[config.mk]
export PLATFORM = sky130hd
export DESIGN_NAME = ram_port_arbiter_flat
export DESIGN_NICKNAME = d
export VERILOG_FILES = /design/src/rtl/ram_port_arbiter_if.sv /design/src/rtl/ram_port_arbiter.sv /design/src/flat_wrapper.sv
export SDC_FILE = /design/constraint.sdc
export NUM_CORES = 1
export LEC_CHECK = 0
export CELL_PAD_IN_SITES_DETAIL_PLACEMENT = 1
export CELL_PAD_IN_SITES_GLOBAL_PLACEMENT = 2
export CORE_UTILIZATION = 15
export DETAILED_ROUTE_END_ITERATION = 10
export PLACE_DENSITY = 0.91
export SETUP_SLACK_MARGIN = 0.2
export SKIP_LAST_GASP = 1
export SLEW_MARGIN = 0
export SYNTH_ARGS = -nofsm -noshare
export SYNTH_HDL_FRONTEND = slang
export SYNTH_SLANG_ARGS = --single-unit
[constraint.sdc]
create_clock -name clk -period 2.2 [get_ports clk]
set_clock_uncertainty 0.1 [all_clocks]
set_input_delay 0.33 -clock clk [delete_from_list [all_inputs] [get_ports clk]]
set_output_delay 0.33 -clock clk [all_outputs]
set_load 0.01 [all_outputs]
[src/rtl/ram_port_arbiter_if.sv]
// Requester-side and RAM-side signals of the shared program/data RAM port.
// Requester fields are flattened: slice i belongs to requester i.
interface ram_port_arbiter_if #(
  parameter int NUM_REQ = 3,
  parameter int ADDR_W  = 10,
  parameter int DATA_W  = 16
);
  logic [NUM_REQ-1:0]        req;
  logic [NUM_REQ-1:0]        lock;
  logic [NUM_REQ-1:0]        we;
  logic [NUM_REQ*ADDR_W-1:0] addr;
  logic [NUM_REQ*DATA_W-1:0] wdata;
  logic [NUM_REQ-1:0]        gnt;
  logic [NUM_REQ-1:0]        rd_valid;
  logic [ADDR_W-1:0]         ram_addr;
  logic [DATA_W-1:0]         ram_din;
  logic                      ram_write;

  modport master (
    output req, lock, we, addr, wdata,
    input  gnt, rd_valid, ram_addr, ram_din, ram_write
  );

  modport slave (
    input  req, lock, we, addr, wdata,
    output gnt, rd_valid, ram_addr, ram_din, ram_write
  );
endinterface

[src/rtl/ram_port_arbiter.sv]
// Round-robin arbiter sharing one single-port RAM among NUM_REQ requesters,
// with registered one-hot grants and lock-extended bursts capped at MAX_HOLD.
module ram_port_arbiter #(
  parameter int NUM_REQ  = 3,
  parameter int ADDR_W   = 10,
  parameter int DATA_W   = 16,
  parameter int MAX_HOLD = 8
) (
  input  logic             clk,
  input  logic             rst,
  ram_port_arbiter_if.slave bus
);
  localparam int PTR_W  = $clog2(NUM_REQ);
  localparam int HOLD_W = $clog2(MAX_HOLD + 1);

  typedef enum logic {IDLE, GRANT} state_t;

  state_t             state, state_next;
  logic [NUM_REQ-1:0] gnt, gnt_next;
  logic [NUM_REQ-1:0] rd_valid, rd_valid_next;
  logic [HOLD_W-1:0]  hold_cnt, hold_next;
  logic [PTR_W-1:0]   rr_ptr, ptr_next, owner, owner_succ;
  logic               extend;

  // First requester at or after 'start', wrapping; the descending scan leaves
  // the lowest rotation distance as the final assignment.
  function automatic logic [NUM_REQ-1:0] pick(input logic [NUM_REQ-1:0] r,
                                               input logic [PTR_W-1:0]   start);
    logic [NUM_REQ-1:0] sel;
    int                 idx;
    sel = '0;
    for (int k = NUM_REQ - 1; k >= 0; k--) begin
      idx = (int'(start) + k) % NUM_REQ;
      if (r[idx]) begin
        sel      = '0;
        sel[idx] = 1'b1;
      end
    end
    return sel;
  endfunction

  always_comb begin
    owner = '0;
    for (int i = 0; i < NUM_REQ; i++) begin
      if (gnt[i]) owner = PTR_W'(i);
    end
  end

  assign owner_succ = (int'(owner) == NUM_REQ - 1) ? '0 : owner + 1'b1;

  // Everything reaching the RAM is gated by the registered grant, so an async
  // reset aborts an in-flight write without waiting for a clock edge.
  always_comb begin
    bus.ram_addr = '0;
    bus.ram_din  = '0;
    for (int i = 0; i < NUM_REQ; i++) begin
      if (gnt[i]) begin
        bus.ram_addr = bus.addr[i*ADDR_W +: ADDR_W];
        bus.ram_din  = bus.wdata[i*DATA_W +: DATA_W];
      end
    end
  end

  assign bus.ram_write = |(gnt & bus.req & bus.we);
  assign bus.gnt       = gnt;
  assign bus.rd_valid  = rd_valid;

  assign extend = (|(gnt & bus.req & bus.lock)) && (int'(hold_cnt) < MAX_HOLD - 1);

  always_comb begin
    state_next    = state;
    gnt_next      = gnt;
    hold_next     = hold_cnt;
    ptr_next      = rr_ptr;
    rd_valid_next = gnt & bus.req & ~bus.we;
    case (state)
      IDLE: begin
        if (|bus.req) begin
          gnt_next   = pick(bus.req, rr_ptr);
          hold_next  = '0;
          state_next = GRANT;
        end
      end
      GRANT: begin
        if (extend) begin
          hold_next = hold_cnt + 1'b1;
        end else begin
          // Release and re-arbitrate on the same edge to avoid an idle bubble.
          hold_next = '0;
          ptr_next  = owner_succ;
          if (|bus.req) begin
            gnt_next = pick(bus.req, owner_succ);
          end else begin
            gnt_next   = '0;
            state_next = IDLE;
          end
        end
      end
      default: begin
        gnt_next   = '0;
        hold_next  = '0;
        state_next = IDLE;
      end
    endcase
  end

  always_ff @(posedge clk or posedge rst) begin
    if (rst) begin
      state    <= IDLE;
      gnt      <= '0;
      rd_valid <= '0;
      hold_cnt <= '0;
      rr_ptr   <= '0;
    end else begin
      state    <= state_next;
      gnt      <= gnt_next;
      rd_valid <= rd_valid_next;
      hold_cnt <= hold_next;
      rr_ptr   <= ptr_next;
    end
  end

  gnt_onehot: assert property (@(posedge clk) disable iff (rst) $onehot0(gnt));

endmodule

[src/flat_wrapper.sv]
// flat-port wrapper written by rule: the top's interface ports become plain ports
module ram_port_arbiter_flat 
#(
  parameter int NUM_REQ  = 3,
  parameter int ADDR_W   = 10,
  parameter int DATA_W   = 16,
  parameter int MAX_HOLD = 8
)
  (clk, rst, bus_req, bus_lock, bus_we, bus_addr, bus_wdata, bus_gnt, bus_rd_valid, bus_ram_addr, bus_ram_din, bus_ram_write);
  ram_port_arbiter_if #(.NUM_REQ(NUM_REQ), .ADDR_W(ADDR_W), .DATA_W(DATA_W)) bus_i ();
  input  logic clk;
  input  logic rst;
  input wire logic [$bits(bus_i.req)-1:0] bus_req;
  input wire logic [$bits(bus_i.lock)-1:0] bus_lock;
  input wire logic [$bits(bus_i.we)-1:0] bus_we;
  input wire logic [$bits(bus_i.addr)-1:0] bus_addr;
  input wire logic [$bits(bus_i.wdata)-1:0] bus_wdata;
  output wire logic [$bits(bus_i.gnt)-1:0] bus_gnt;
  output wire logic [$bits(bus_i.rd_valid)-1:0] bus_rd_valid;
  output wire logic [$bits(bus_i.ram_addr)-1:0] bus_ram_addr;
  output wire logic [$bits(bus_i.ram_din)-1:0] bus_ram_din;
  output wire logic [$bits(bus_i.ram_write)-1:0] bus_ram_write;
  assign bus_i.req = bus_req;
  assign bus_i.lock = bus_lock;
  assign bus_i.we = bus_we;
  assign bus_i.addr = bus_addr;
  assign bus_i.wdata = bus_wdata;
  assign bus_gnt = bus_i.gnt;
  assign bus_rd_valid = bus_i.rd_valid;
  assign bus_ram_addr = bus_i.ram_addr;
  assign bus_ram_din = bus_i.ram_din;
  assign bus_ram_write = bus_i.ram_write;
  ram_port_arbiter #(.NUM_REQ(NUM_REQ), .ADDR_W(ADDR_W), .DATA_W(DATA_W), .MAX_HOLD(MAX_HOLD)) u_core (.clk(clk), .rst(rst), .bus(bus_i));
endmodule
Yosys cells after proc, flatten, opt, wreduce, memory -nomap -nowiden. Cells that the tools add are included. Widths: inputs -> output; s select.

$add $sub $neg: 6. Divide/modulo/power cells: 6. Order comparisons: 13. Equal/unequal tests: 3. Muxes and demuxes: 55. Bitwise gates (word level): 7. Reductions and logical operators: 12.

Operator list (number): $ge 32x1->1 const B (6); $lt 32x4->1 const B (6); $mod 32x3->32 const B (4); $mod 3x3->32 const B (2); $mux 16 (3); $mux 10 (3); $mux 3 (9); $mux 1 (21); $and 3x3->3 (4); $bmux 1 s2 (6); $demux 1 s2 (6); $reduce_or 3->1 (3); $mux 4 (2); $pmux 4 s2 (1); $logic_and 1x1->1 (7); $add 2x1->3 const B (2); $add 2x2->3 const B (2); $pmux 3 s2 (1); $add 4x1->4 const B (1); $lt 4x3->1 const B (1); $mux 2 (2); $reduce_and 2->1 (2); $not 3->3 (1); $add 2x1->2 const B (1); other kinds (5) (6).

Bits in registers: 13. Input port bits: 89. Output and inout bits: 33. Word-level logic and storage cells: 107.

Longest topological paths before layout.
Depth after elaboration: 16. Gate-level depth with buffers: 9. Depth with buffers taken out: 8.

Worst setup path before layout. No wires, ideal clock.

Path type: register to register. Start: reg u_core.gnt[1], in the netlist u_core.bus.gnt[1]. End: reg u_core.gnt[1], in the netlist u_core.bus.gnt[1]. Arrival: 1.762 ns. Data required time: 2.018 ns. Setup slack: 0.256 ns. Stages on the path, launching flop included: 10. Buffers on the path: 1. Cells stage by stage: dfrtp_1 buf_2 nor2_1 inv_1 ha_1 and3b_1 a31oi_1 o22a_1 o31a_1 a31oi_1.

Cells in the longest elaborated chain, start to end: 16. Elaborated cells on any way between the ends: 46. Those cells by class: 3 x add/sub; 3 x div; 6 x order compare; 2 x eq/ne; 24 x mux; 2 x bitwise; 6 x reduce/logical.

RTL lines: start, declared (RTL line ram_port_arbiter.sv:19) `logic [NUM_REQ-1:0] gnt, gnt_next;`; start signal, assigned (RTL line ram_port_arbiter.sv:116) `gnt <= gnt_next;`; $mux 1 (RTL line ram_port_arbiter.sv:45) `if (gnt[i]) owner = PTR_W'(i);`; $mux 2 (RTL line ram_port_arbiter.sv:45); $add 2x1->2 / $eq 2x2->1 (equally long branches) (RTL line ram_port_arbiter.sv:49) `assign owner_succ = (int'(owner) == NUM_REQ - 1) ? '0 : owner + 1'b1;`; $mux 2 (RTL line ram_port_arbiter.sv:49); $add 2x2->3 (RTL line ram_port_arbiter.sv:33) `idx = (int'(start) + k) % NUM_REQ;`; $mod 32x3->32 (RTL line ram_port_arbiter.sv:33); $ge 32x1->1 (implied by the code) / $lt 32x4->1 (equally long branches) (RTL line ram_port_arbiter.sv:36) `sel[idx] = 1'b1;`; $logic_and 1x1->1 (implied by the code) (RTL line ram_port_arbiter.sv:36); $mux 1 (implied by the code) (RTL line ram_port_arbiter.sv:36); $demux 1 s2; $mux 3 (3 in series) (RTL line ram_port_arbiter.sv:34) `if (r[idx]) begin`; $mux 3 (RTL line ram_port_arbiter.sv:91) `if (|bus.req) begin`; $mux 3 (RTL line ram_port_arbiter.sv:85) `if (extend) begin`; $pmux 3 s2 (RTL line ram_port_arbiter.sv:76) `case (state)`.

Several ways; a longest one is shown, not always the timed one. The select of a mux whose other input is x is not followed. A chain may end at the register's enable or synchronous reset.

Worst setup path in the final report.
Start: reg u_core.gnt[2], in the netlist u_core.bus.gnt[2]. End: out bus_ram_write.

Cells in the longest elaborated chain, start to end: 3.

RTL lines: $and 3x3->3 (2 in series) (RTL line ram_port_arbiter.sv:64) `assign bus.ram_write = |(gnt & bus.req & bus.we);`; $reduce_or 3->1 (RTL line ram_port_arbiter.sv:64); end, declared (RTL line flat_wrapper.sv:22) `output wire logic [$bits(bus_i.ram_write)-1:0] bus_ram_write;`.

Every way passes these cells.

==> results.py <==
metrics = {
    "yosys": {
        "synth_mux_area_frac": 0.0310,
        "synth.area.top_cells": "dfrtp_1, a22oi_1, nand2_1",
        "synth_top_family_by_area": "compound AO/OA/AOI/OAI gates",
        "synth_top_flop_cell": "dfrtp_1",
        "yosys.cell_types.count": 38,
        "synth_top_area_share": 0.224,
        "ys_seq_area_frac": 0.224,
        "yosysWarnings": 0,
        "yosys.area.top_type": "dfrtp_1",
        "synth_fa_ha_area_frac": 0.0516,
        "async_flop_share": 1.00,
        "yosys.area_share.simple": 0.229,
        "synthCells": 209,
        "synth_edf_count": 0,
        "syn-num-nets": 304,
        "postSynthAreaPerCell_sq_um": 6.96,
        "synth_compound_gate_area_share": 0.379,
        "synth-xor-area-share": 0.00602,
        "ys_ff_latch": 13,
        "netlist_area_sq_um": 1450,
    },
    "die": {
        "rows": 35,
        "fp.dieW_microns": 100,
        "core_area_sq_um": 9330,
        "io_pins": 122,
        "die_h_microns": 100,
        "start_util": 0.156,
        "dieArea_sq_um": 10100,
    },
    "routing": {
        "routed_wl_microns": 6420,
        "vias": 2037,
        "firstDrtPassIters": 4,
        "post_drt_wl_per_cell_microns": 13.8,
        "antenna_left": 0,
        "drt_iter0_drc": 59,
        "vias_per_cell": 4.39,
        "drcViolationCount": 0,
    },
    "layout": {
        "area.sequential_sq_um": 328,
        "multi_input_area_sq_um": 1030,
        "area_growth_pct": 102,
        "n_fill_cell": 1150,
        "layout_commonest_cell": "clkdlybuf4s50_1",
        "drive_above_1_share": 0.131,
        "antenna_cells": 0,
        "layout_common_cells": "clkdlybuf4s50_1, nand2_1, o21ai_1",
        "postLayoutCoreUtil": 0.316,
        "nNetsFinal": 431,
    },
    "placement": {
        "place.gp.congestion": 0.782,
        "post-place-ws_ns": -0.00949,
        "portBuffers": 121,
        "dpl.hpwl_microns": 5320,
    },
    "global_routing": {
        "grt_start_max_net_pins": 44,
        "grt_overflow": 0,
        "grt_pass1_vias": 2157,
        "grt_pass1_wl_microns": 10200,
        "track_usage": 0.125,
        "antenna_found_initial": 0,
    },
    "sta": {
        "whs_ns": 0.321,
        "final.setup.tns_ns": 0,
        "relSlewSlack": 0.651,
        "fin_ws_ns": 0.0850,
        "setup_viol": 0,
        "max_freq_mhz": 473,
        "fin_crit_sh": 0.961,
        "worst_pin_slew_ns": 0.523,
        "hold_viol_final": 0,
        "rsz0062_at_grt": "yes",
        "slew_violations": 0,
        "period_needed_ns": 2.12,
    },
    "pwr": {
        "total_power_w": 0.00298,
        "leakagePower_nw": 1.28,
        "ir_drop_uv": 316,
        "powerDensity_nw_per_um2": 1010,
    },
    "hold_path": {
        "hp-class": "input port to asynchronous set/reset pin",
    },
    "critical_path": {
        "endpoint_kind": "primary output",
        "r2r_slack_ns": 0.12,
        "worst-path-max-fanout": 17,
        "start_kind": "flop",
        "crit_required_ns": 1.77,
        "path_class": "flop to primary output",
        "cp.arrival_ns": 1.69,
    },
    "cts": {
        "cts_made_buffers": 3,
        "cts_sinks": 13,
        "htreeDepth": 1,
        "clock_path_buffers": 2,
        "cts.reportedPaths.clkPinSlew_ns": 0.06,
        "clk_latency_ns": 0.24,
        "hold_buffers": 0,
        "cts_root_buffer": "clkbuf_8",
        "cts_tree": "done",
    },
    "status": {
        "outcome": "complete, no violations",
    },
    "job": {
        "maxCapViolCount": 0,
    },
}
-- flip-flops by register name, summed over array words and instances (netlist names) --
| signal | count |
|---|---|
| u_core.bus.gnt | 3 |
| u_core.bus.rd_valid | 3 |
| u_core.hold_cnt | 4 |
| u_core.rr_ptr | 2 |
| u_core.state | 1 |
-- critical path: stages, from the launching register on --
cell,delay [ns]
dfrtp_2,0.44
buf_4,0.24
nand3_1,0.10
nand3_1,0.09
clkdlybuf4s50_1,0.57
-- kinds of logic after synthesis --
group | Yosys count
compound gates | 85
xor+xnor | 1
fa+ha+maj | 6
buf+inv | 25
flops | 13
mux | 4
simple gates | 75
-- cell type report --
type / count / share of cell area
flip-flops and latches: 13 / 0.111
inverters: 7 / 0.00892
multi-input cells: 171 / 0.351
well taps: 129 / 0.0548
repair buffers: 140 / 0.458
clock buffers: 4 / 0.0153
-- synthesized netlist by cell type, types with 2 or more instances --
master / count
nand2_1: 41
o21ai_1: 28
a22oi_1: 25
dfrtp_1: 13
nor2_1: 12
nand3_1: 9
clkbuf_1: 8
inv_1: 7
o21ai_0: 7
buf_2: 6
ha_1: 6
a31oi_1: 5
a21o_1: 4
a21oi_1: 4
mux2i_1: 3
nor2b_1: 3
o22a_1: 3
buf_4: 2
nand2b_1: 2
nor2_2: 2
o22ai_1: 2
-- through the flow --
stage / instances / area, sq um
after floorplan: 209 / 1450
after global placement: 457 / 2870
after detailed placement: 457 / 2870
after CTS: 464 / 2970
final: 464 / 2940
after global routing: 464 / 2940
-- what timing repair did --
item | 4_1_cts | 5_1_grt
setup endpoints to repair | 28 | 22
buffers inserted | 2 | 0
pin swaps | 0 | 1
resized for setup | 27 | 39
gates cloned | 1 | 0
-- path summary, 6_finish.rpt --
path	endpoint	start	cells after the start
min	u_core.bus.rd_valid[0]	rst	2
max	bus_ram_write	u_core.bus.gnt[2]	4
max in group asynchronous	u_core.bus.gnt[1]	rst	2
max reg2reg	u_core.bus.gnt[1]	u_core.bus.gnt[1]	9
min in group clk	u_core.hold_cnt[3]	u_core.hold_cnt[3]	2
min reg2reg	u_core.hold_cnt[3]	u_core.hold_cnt[3]	2
-- per-layer routing --
| layer | part of all wire | track usage | routed length, microns | up-vias |
|---|---|---|---|---|
| li1 | - | - | - | 1007 |
| met1 | 0.41 | 0.151 | 2610 | 945 |
| met2 | 0.51 | 0.228 | 3240 | 77 |
| met3 | 0.077 | 0.0333 | 492 | 8 |
| met4 | 0.012 | 0.0145 | 76 | 0 |
| met5 | 0 | 0 | 0 | - |
-- power breakdown --
group,total [W],switching (W),internal (W)
registers,0.000381,0.0000753,0.000306
logic,0.00239,0.00122,0.00117
clock network,0.000213,0.0000853,0.000128
Note: power is estimated with default switching activity, not from simulation.
